`config.mk`:
```
export PLATFORM = sky130hd
export DESIGN_NAME = hazard_ctrl
export DESIGN_NICKNAME = d
export VERILOG_FILES = /design/src/rtl/mips_pkg.sv /design/src/rtl/hazard_ctrl_sat_counter.sv /design/src/rtl/hazard_ctrl.sv
export SDC_FILE = /design/constraint.sdc
export NUM_CORES = 1
export LEC_CHECK = 0
export ABC_AREA = 1
export CAP_MARGIN = 20
export CORE_MARGIN = 2
export CORE_UTILIZATION = 45
export DETAILED_ROUTE_END_ITERATION = 12
export HOLD_SLACK_MARGIN = 0.15
export PLACE_DENSITY = 0.84
export SLEW_MARGIN = 20
export SYNTH_ARGS = -nofsm -noshare
export SYNTH_HDL_FRONTEND = slang
export SYNTH_SLANG_ARGS = --single-unit
```
`constraint.sdc`:
```
create_clock -name clk -period 2.3 [get_ports clk]
set_input_delay 0.46 -clock clk [delete_from_list [all_inputs] [get_ports clk]]
set_output_delay 0.46 -clock clk [all_outputs]
set_load 0.05 [all_outputs]
```
`src/rtl/mips_pkg.sv`:
```
`default_nettype none
// ============================================================================
//  Module      : mips_pkg
//  Description : Shared types and constants for the 5-stage MIPS core's
//                hazard and sequencing control.
//  Revision    : 1.0 - initial release
// ============================================================================
package mips_pkg;

    // Sequencing states of the hazard controller
    typedef enum logic [1:0] {
        RUN        = 2'd0,
        LOAD_STALL = 2'd1,
        IMEM_WAIT  = 2'd2
    } state_t;

    localparam logic [4:0]  REG_ZERO  = 5'd0;
    localparam logic [31:0] NOP_INSTR = 32'h0;

    // Load-use hazard: the load in ID/EX writes a register the IF/ID
    // instruction is about to read. $zero never creates a dependency.
    function automatic logic is_load_use(
        input logic       mem_read,
        input logic [4:0] load_rt,
        input logic [4:0] rs,
        input logic [4:0] rt,
        input logic       uses_rt
    );
        return mem_read && (load_rt != REG_ZERO) &&
               ((load_rt == rs) || (uses_rt && (load_rt == rt)));
    endfunction

endpackage
`default_nettype wire

```
`src/rtl/hazard_ctrl_sat_counter.sv`:
```
`default_nettype none
// ============================================================================
//  Module      : sat_counter
//  Description : Event counter that sticks at all-ones instead of wrapping.
//                clear has priority over inc.
//  Revision    : 1.0 - initial release
// ============================================================================
module sat_counter #(
    parameter int W = 16
) (
    input  logic         clk,
    input  logic         clear,
    input  logic         inc,
    output logic [W-1:0] count
);

    localparam logic [W-1:0] c_MAX = {W{1'b1}};

    logic [W-1:0] r_count;

    // Count qualifying events, holding once the maximum is reached
    always_ff @(posedge clk) begin
        if (clear) begin
            r_count <= '0;
        end else if (inc && (r_count != c_MAX)) begin
            r_count <= r_count + W'(1);
        end
    end

    assign count = r_count;

endmodule
`default_nettype wire

```
`src/rtl/hazard_ctrl.sv`:
```
`default_nettype none
// ============================================================================
//  Module      : hazard_ctrl
//  Description : Pipeline hazard/sequencing controller. Resolves taken-branch
//                flush, load-use stall and instruction-memory wait states
//                into PC / IF/ID / ID/EX controls, counts stall and flush
//                events, and flags fetch timeouts.
//  Revision    : 1.0 - initial release
// ============================================================================
module hazard_ctrl
    import mips_pkg::*;
#(
    parameter int LOAD_BUBBLES = 1,
    parameter int IMEM_TIMEOUT = 255,
    parameter int CNT_W        = 16
) (
    input  logic             clk,
    input  logic             reset,
    input  logic [4:0]       if_id_rs,
    input  logic [4:0]       if_id_rt,
    input  logic             if_id_uses_rt,
    input  logic             id_ex_mem_read,
    input  logic [4:0]       id_ex_rt,
    input  logic             branch_taken,
    input  logic             imem_ready,
    output logic             pc_write,
    output logic             if_id_write,
    output logic             if_id_flush,
    output logic             id_ex_bubble,
    output logic             imem_error,
    output logic [CNT_W-1:0] stall_count,
    output logic [CNT_W-1:0] flush_count
);

    localparam int              c_WAIT_W    = $clog2(IMEM_TIMEOUT + 1);
    localparam logic [c_WAIT_W-1:0] c_WAIT_MAX = c_WAIT_W'(IMEM_TIMEOUT);
    localparam logic [2:0]      c_BUB_INIT  = 3'(LOAD_BUBBLES - 1);

    localparam logic [1:0] c_ST_RUN   = RUN;
    localparam logic [1:0] c_ST_LOAD  = LOAD_STALL;
    localparam logic [1:0] c_ST_IWAIT = IMEM_WAIT;

    logic [1:0]          r_state;
    logic [2:0]          r_bub_cnt;
    logic [c_WAIT_W-1:0] r_wait_cnt;
    logic                r_imem_error;

    logic [1:0]          w_state_nxt;
    logic [2:0]          w_bub_nxt;
    logic [c_WAIT_W-1:0] w_wait_nxt;
    logic                w_err_nxt;
    logic                w_hazard;
    logic                w_pc_write;
    logic                w_if_id_write;
    logic                w_if_id_flush;
    logic                w_id_ex_bubble;

    // Per-cycle resolution: branch beats load-use, which beats imem wait
    always_comb begin
        w_hazard       = is_load_use(id_ex_mem_read, id_ex_rt, if_id_rs,
                                     if_id_rt, if_id_uses_rt);
        w_pc_write     = 1'b1;
        w_if_id_write  = 1'b1;
        w_if_id_flush  = 1'b0;
        w_id_ex_bubble = 1'b0;
        w_state_nxt    = r_state;
        w_bub_nxt      = r_bub_cnt;
        w_wait_nxt     = r_wait_cnt;
        w_err_nxt      = r_imem_error;

        if (branch_taken) begin
            // Squash the wrong-path fetch and the instruction behind the branch
            w_if_id_flush  = 1'b1;
            w_id_ex_bubble = 1'b1;
            w_state_nxt    = c_ST_RUN;
            w_bub_nxt      = 3'd0;
            w_wait_nxt     = '0;
        end else if (w_hazard || (r_state == c_ST_LOAD)) begin
            // Freeze PC and IF/ID, inject a bubble; wait_cnt is untouched
            w_pc_write     = 1'b0;
            w_if_id_write  = 1'b0;
            w_id_ex_bubble = 1'b1;
            if (r_state == c_ST_LOAD) begin
                w_bub_nxt = r_bub_cnt - 3'd1;
                if (w_bub_nxt == 3'd0) begin
                    w_state_nxt = c_ST_RUN;
                end
            end else if (LOAD_BUBBLES > 1) begin
                w_bub_nxt   = c_BUB_INIT;
                w_state_nxt = c_ST_LOAD;
            end else begin
                w_state_nxt = c_ST_RUN;
            end
        end else if (!imem_ready) begin
            // No valid fetch: hold PC and load a NOP into IF/ID
            w_pc_write    = 1'b0;
            w_if_id_flush = 1'b1;
            w_state_nxt   = c_ST_IWAIT;
            if (r_wait_cnt != c_WAIT_MAX) begin
                w_wait_nxt = r_wait_cnt + c_WAIT_W'(1);
            end
            if (w_wait_nxt == c_WAIT_MAX) begin
                w_err_nxt = 1'b1;
            end
        end else begin
            w_state_nxt = c_ST_RUN;
            w_wait_nxt  = '0;
        end
    end

    // Reset forces a safe pipeline: nothing advances, everything is squashed
    always_comb begin
        pc_write     = reset & w_pc_write;
        if_id_write  = reset & w_if_id_write;
        if_id_flush  = ~reset | w_if_id_flush;
        id_ex_bubble = ~reset | w_id_ex_bubble;
    end

    // Sequencing state, bubble/wait counters and the sticky timeout flag
    always_ff @(posedge clk) begin
        if (!reset) begin
            r_state      <= c_ST_RUN;
            r_bub_cnt    <= 3'd0;
            r_wait_cnt   <= '0;
            r_imem_error <= 1'b0;
        end else begin
            r_state      <= w_state_nxt;
            r_bub_cnt    <= w_bub_nxt;
            r_wait_cnt   <= w_wait_nxt;
            r_imem_error <= w_err_nxt;
        end
    end

    assign imem_error = r_imem_error;

    sat_counter #(.W(CNT_W)) u_stall_cnt (
        .clk   (clk),
        .clear (~reset),
        .inc   (~w_pc_write),
        .count (stall_count)
    );

    sat_counter #(.W(CNT_W)) u_flush_cnt (
        .clk   (clk),
        .clear (~reset),
        .inc   (branch_taken),
        .count (flush_count)
    );

endmodule
`default_nettype wire

```
==> results.toml <==
[run_status]
outcome = "completed"

[drt]
num_vias = 2854
via_per_inst = 5.26
drt_pass1_iterations = 5
drtAntennaViolNets = 0
drtIter0Drc = 259
wirelength_mm = 6.77
wl_per_cell_um = 12.5
drc = 0

[pwr]
power.switching_mw = 0.414
p_comb_share_pct = 13.6
p_clk_share_pct = 40.4
switching_share_pct = 26.4
power_density_nw_per_um2 = 453
leakagePower_nw = 1.46
irDropWorstVdd_uv = 317
pwr-share-seq_pct = 45.9
total_power_mw = 1.57
p_int_mw = 1.16

[clock_network]
cts_setup_buffers = 0
clk_pin_slew_worst_paths_ns = 0.09
cts-root-buf = "clkbuf_8"
cts_buffer_depth = 2
cts_made_buffers = 5
htreeDepth = 2
postCtsHoldBufs = 0
clkSinkCount = 41
cts_tree = "done"
insertion_delay_ns = 0.31

[worst_hold_path]
min_path_type = "reg2reg"

[sta]
period_share_pct = 93.0
worst_slew_pin_slew_ns = 0.516
fin_crit_ns = 2.14
finalMaxSlewViolations = 0
fmax_ghz = 0.468
skew_ns = 0.00861
whs_ns = 0.452
finalSetupViolations = 0
final.setup.worst_slack_ns = 0.161
hold_viol_final = 0
rsz0062_at_grt = "false"
relSlewSlack_pct = 65.5

[critical_path]
cp_slowest_cell = "clkdlybuf4s50_1"
critPathMaxStageDelay_ns = 0.58
cp_cell_sequence = "clkdlybuf4s50_1 -> inv_1 -> nand2_1 -> nand2_4 -> nor2_4 -> buf_12"
critPathRequiredTime_ns = 1.84
path_class = "in2out"
end_kind = "output port"
critPathArrivalTime_ns = 1.68
start_kind = "input port"
cp_max_fo = 4

[floorplan]
initial_core_util_pct = 46.5
fp.dieH_um = 79.2
dieArea_um2 = 6280
core_area_um2 = 5470
ios = 58
die_x_um = 79.2
rows = 27

[synth]
synth_edf_count = 0
synth_area_per_cell_um2 = 6.30
yosysMostFrequentCell = "nand2_1"
synthTopCellsByCount = "nand2_1, inv_1, nand3_1"
async_reset_ff_share_pct = 0
synth_xor_area_share_pct = 7.57
ys_warn_count = 0
synth_fa_ha_area_share_pct = 1.47
yosysTopAreaCell = "dfxtp_1"
ys_seq_area_share_pct = 32.2
synth_top_family_by_area = "simple AND/OR/NAND/NOR gates"
yosys-top-cells-area = "dfxtp_1, nand2_1, nand3_1"
synth_top_area_share_pct = 32.2
synthSimpleGateAreaFrac_pct = 39.2
synth_flop_cell = "dfxtp_1"
synth.area.mux_share_pct = 0
netlist_instances = 404
synth-compound-area-share_pct = 9.88
ys_types = 31
ys_seq_elements = 41
syn-num-nets = 428
netlist_area_um2 = 2550

[final_layout]
final_util_pct = 63.4
layout.nets = 494
area_growth_pct = 36.2
drive_gt1_share_pct = 9.98
final_area_um2 = 3470
fillers = 485
antenna_cells = 0

[global_routing]
grt_util_all_layers_pct = 22.2
antenna_found_initial = 0
overflow = 0
grt_pass1_wl_mm = 11.2
grt_max_degree = 22
grt_pass1_vias = 2616

[placement]
place_ws_ns = -0.0660
port_buffers = 57
dpl_cell_area_um2 = 3290
place_congestion = 0.911
hpwl_mm = 4.83

[flow_run]
max_cap_viol_count = 0
-- logic make-up (layout without fill, tap and decap cells) --
family,after synthesis,after routing
simple gates,227,227
buf+inv,62,129
compound gates,49,49
flops,41,41
xor+xnor,22,22
fa+ha+maj,3,3
-- per-stage QoR --
step	instances	TNS [ns]
final	543	0
after global routing	543	0
after CTS	543	0
after detailed placement	535	-0.793
after global placement	535	-0.0640
after floorplan	404	0
-- registers in the layout (all words and copies together), names as in the netlist --
register and flops:
imem_error 1, r_wait_cnt 8, u_flush_cnt.count 16, u_stall_cnt.count 16
-- final timing paths --
path	from	end	slack, ns	cells past startpoint
max	branch_taken	pc_write	0.16	6
min	imem_error	imem_error	0.45	2
max reg2reg	u_stall_cnt.count[0]	u_stall_cnt.count[13]	0.26	9
min reg2reg	imem_error	imem_error	0.45	2
-- worst max-delay path: cells and delay by family --
| kind | cells | cell delay (ns) |
|---|---|---|
| buffers and inverters | 3 | 0.88 |
| and+or+nand+nor | 3 | 0.33 |
-- what timing repair did --
action	CTS	global route
gates cloned	0	0
gates resized for setup	8	14
endpoints found under the setup margin	4	4
pin swaps	2	9
-- metal layers --
layer | global-route usage [%] | vias up | share of wire [%]
met1 | 26.9 | 1312 | 42
met4 | 7.07 | 0 | 1.4
met3 | 4.66 | 12 | 6.6
met2 | 39.0 | 115 | 50
met5 | 0 | - | 0
li1 | - | 1415 | -
-- placed cells by master, fill, tap and decap left out --
| cell type | count |
|---|---|
| nand2_1 | 117 |
| inv_1 | 46 |
| nand3_1 | 41 |
| dfxtp_1 | 41 |
| clkdlybuf4s50_1 | 39 |
| nor2_1 | 38 |
| a21oi_1 | 38 |
| xnor2_1 | 13 |
| dlymetal6s2s_1 | 10 |
| xor2_1 | 9 |
| buf_4 | 9 |
| inv_2 | 8 |
| nor3_1 | 7 |
| o21ai_1 | 6 |
| clkbuf_8 | 6 |
| nand4_1 | 5 |
| buf_12 | 5 |
| nor2_2 | 4 |
| dlygate4sd2_1 | 4 |
| nand2_2 | 3 |
| ha_1 | 3 |
| nand2_4 | 2 |
| nor2_4 | 2 |
| nor3_2 | 2 |
| nand3_4 | 1 |
| o21ai_2 | 1 |
| nand3_2 | 1 |
| nor2b_1 | 1 |
| a21boi_0 | 1 |
| a31oi_1 | 1 |
| nand4_4 | 1 |
| nor4_1 | 1 |
| o21bai_1 | 1 |
| and3_1 | 1 |
| o21ai_0 | 1 |
| bufinv_16 | 1 |
| clkinvlp_4 | 1 |
-- layout make-up --
type	instances	area (um2)	area share [%]
clock inverter	2	37.5	1.08
sequential	41	821	23.7
inverter	54	203	5.85
timing repair buffer	67	718	20.7
tap	72	90.1	2.60
clock buffer	6	82.6	2.38
multi-input combinational	301	1520	43.7
-- power groups by stage --
stage | Clock (mW) | Combinational (mW) | Sequential, mW
floorplan | 0 | 0.0915 | 0.756
global placement | 0 | 0.207 | 0.739
detailed placement | 0 | 0.211 | 0.739
CTS | 0.633 | 0.212 | 0.722
global route | 0.664 | 0.232 | 0.723
finish | 0.635 | 0.215 | 0.722
No activity file was read; power rests on OpenSTA's default activity.
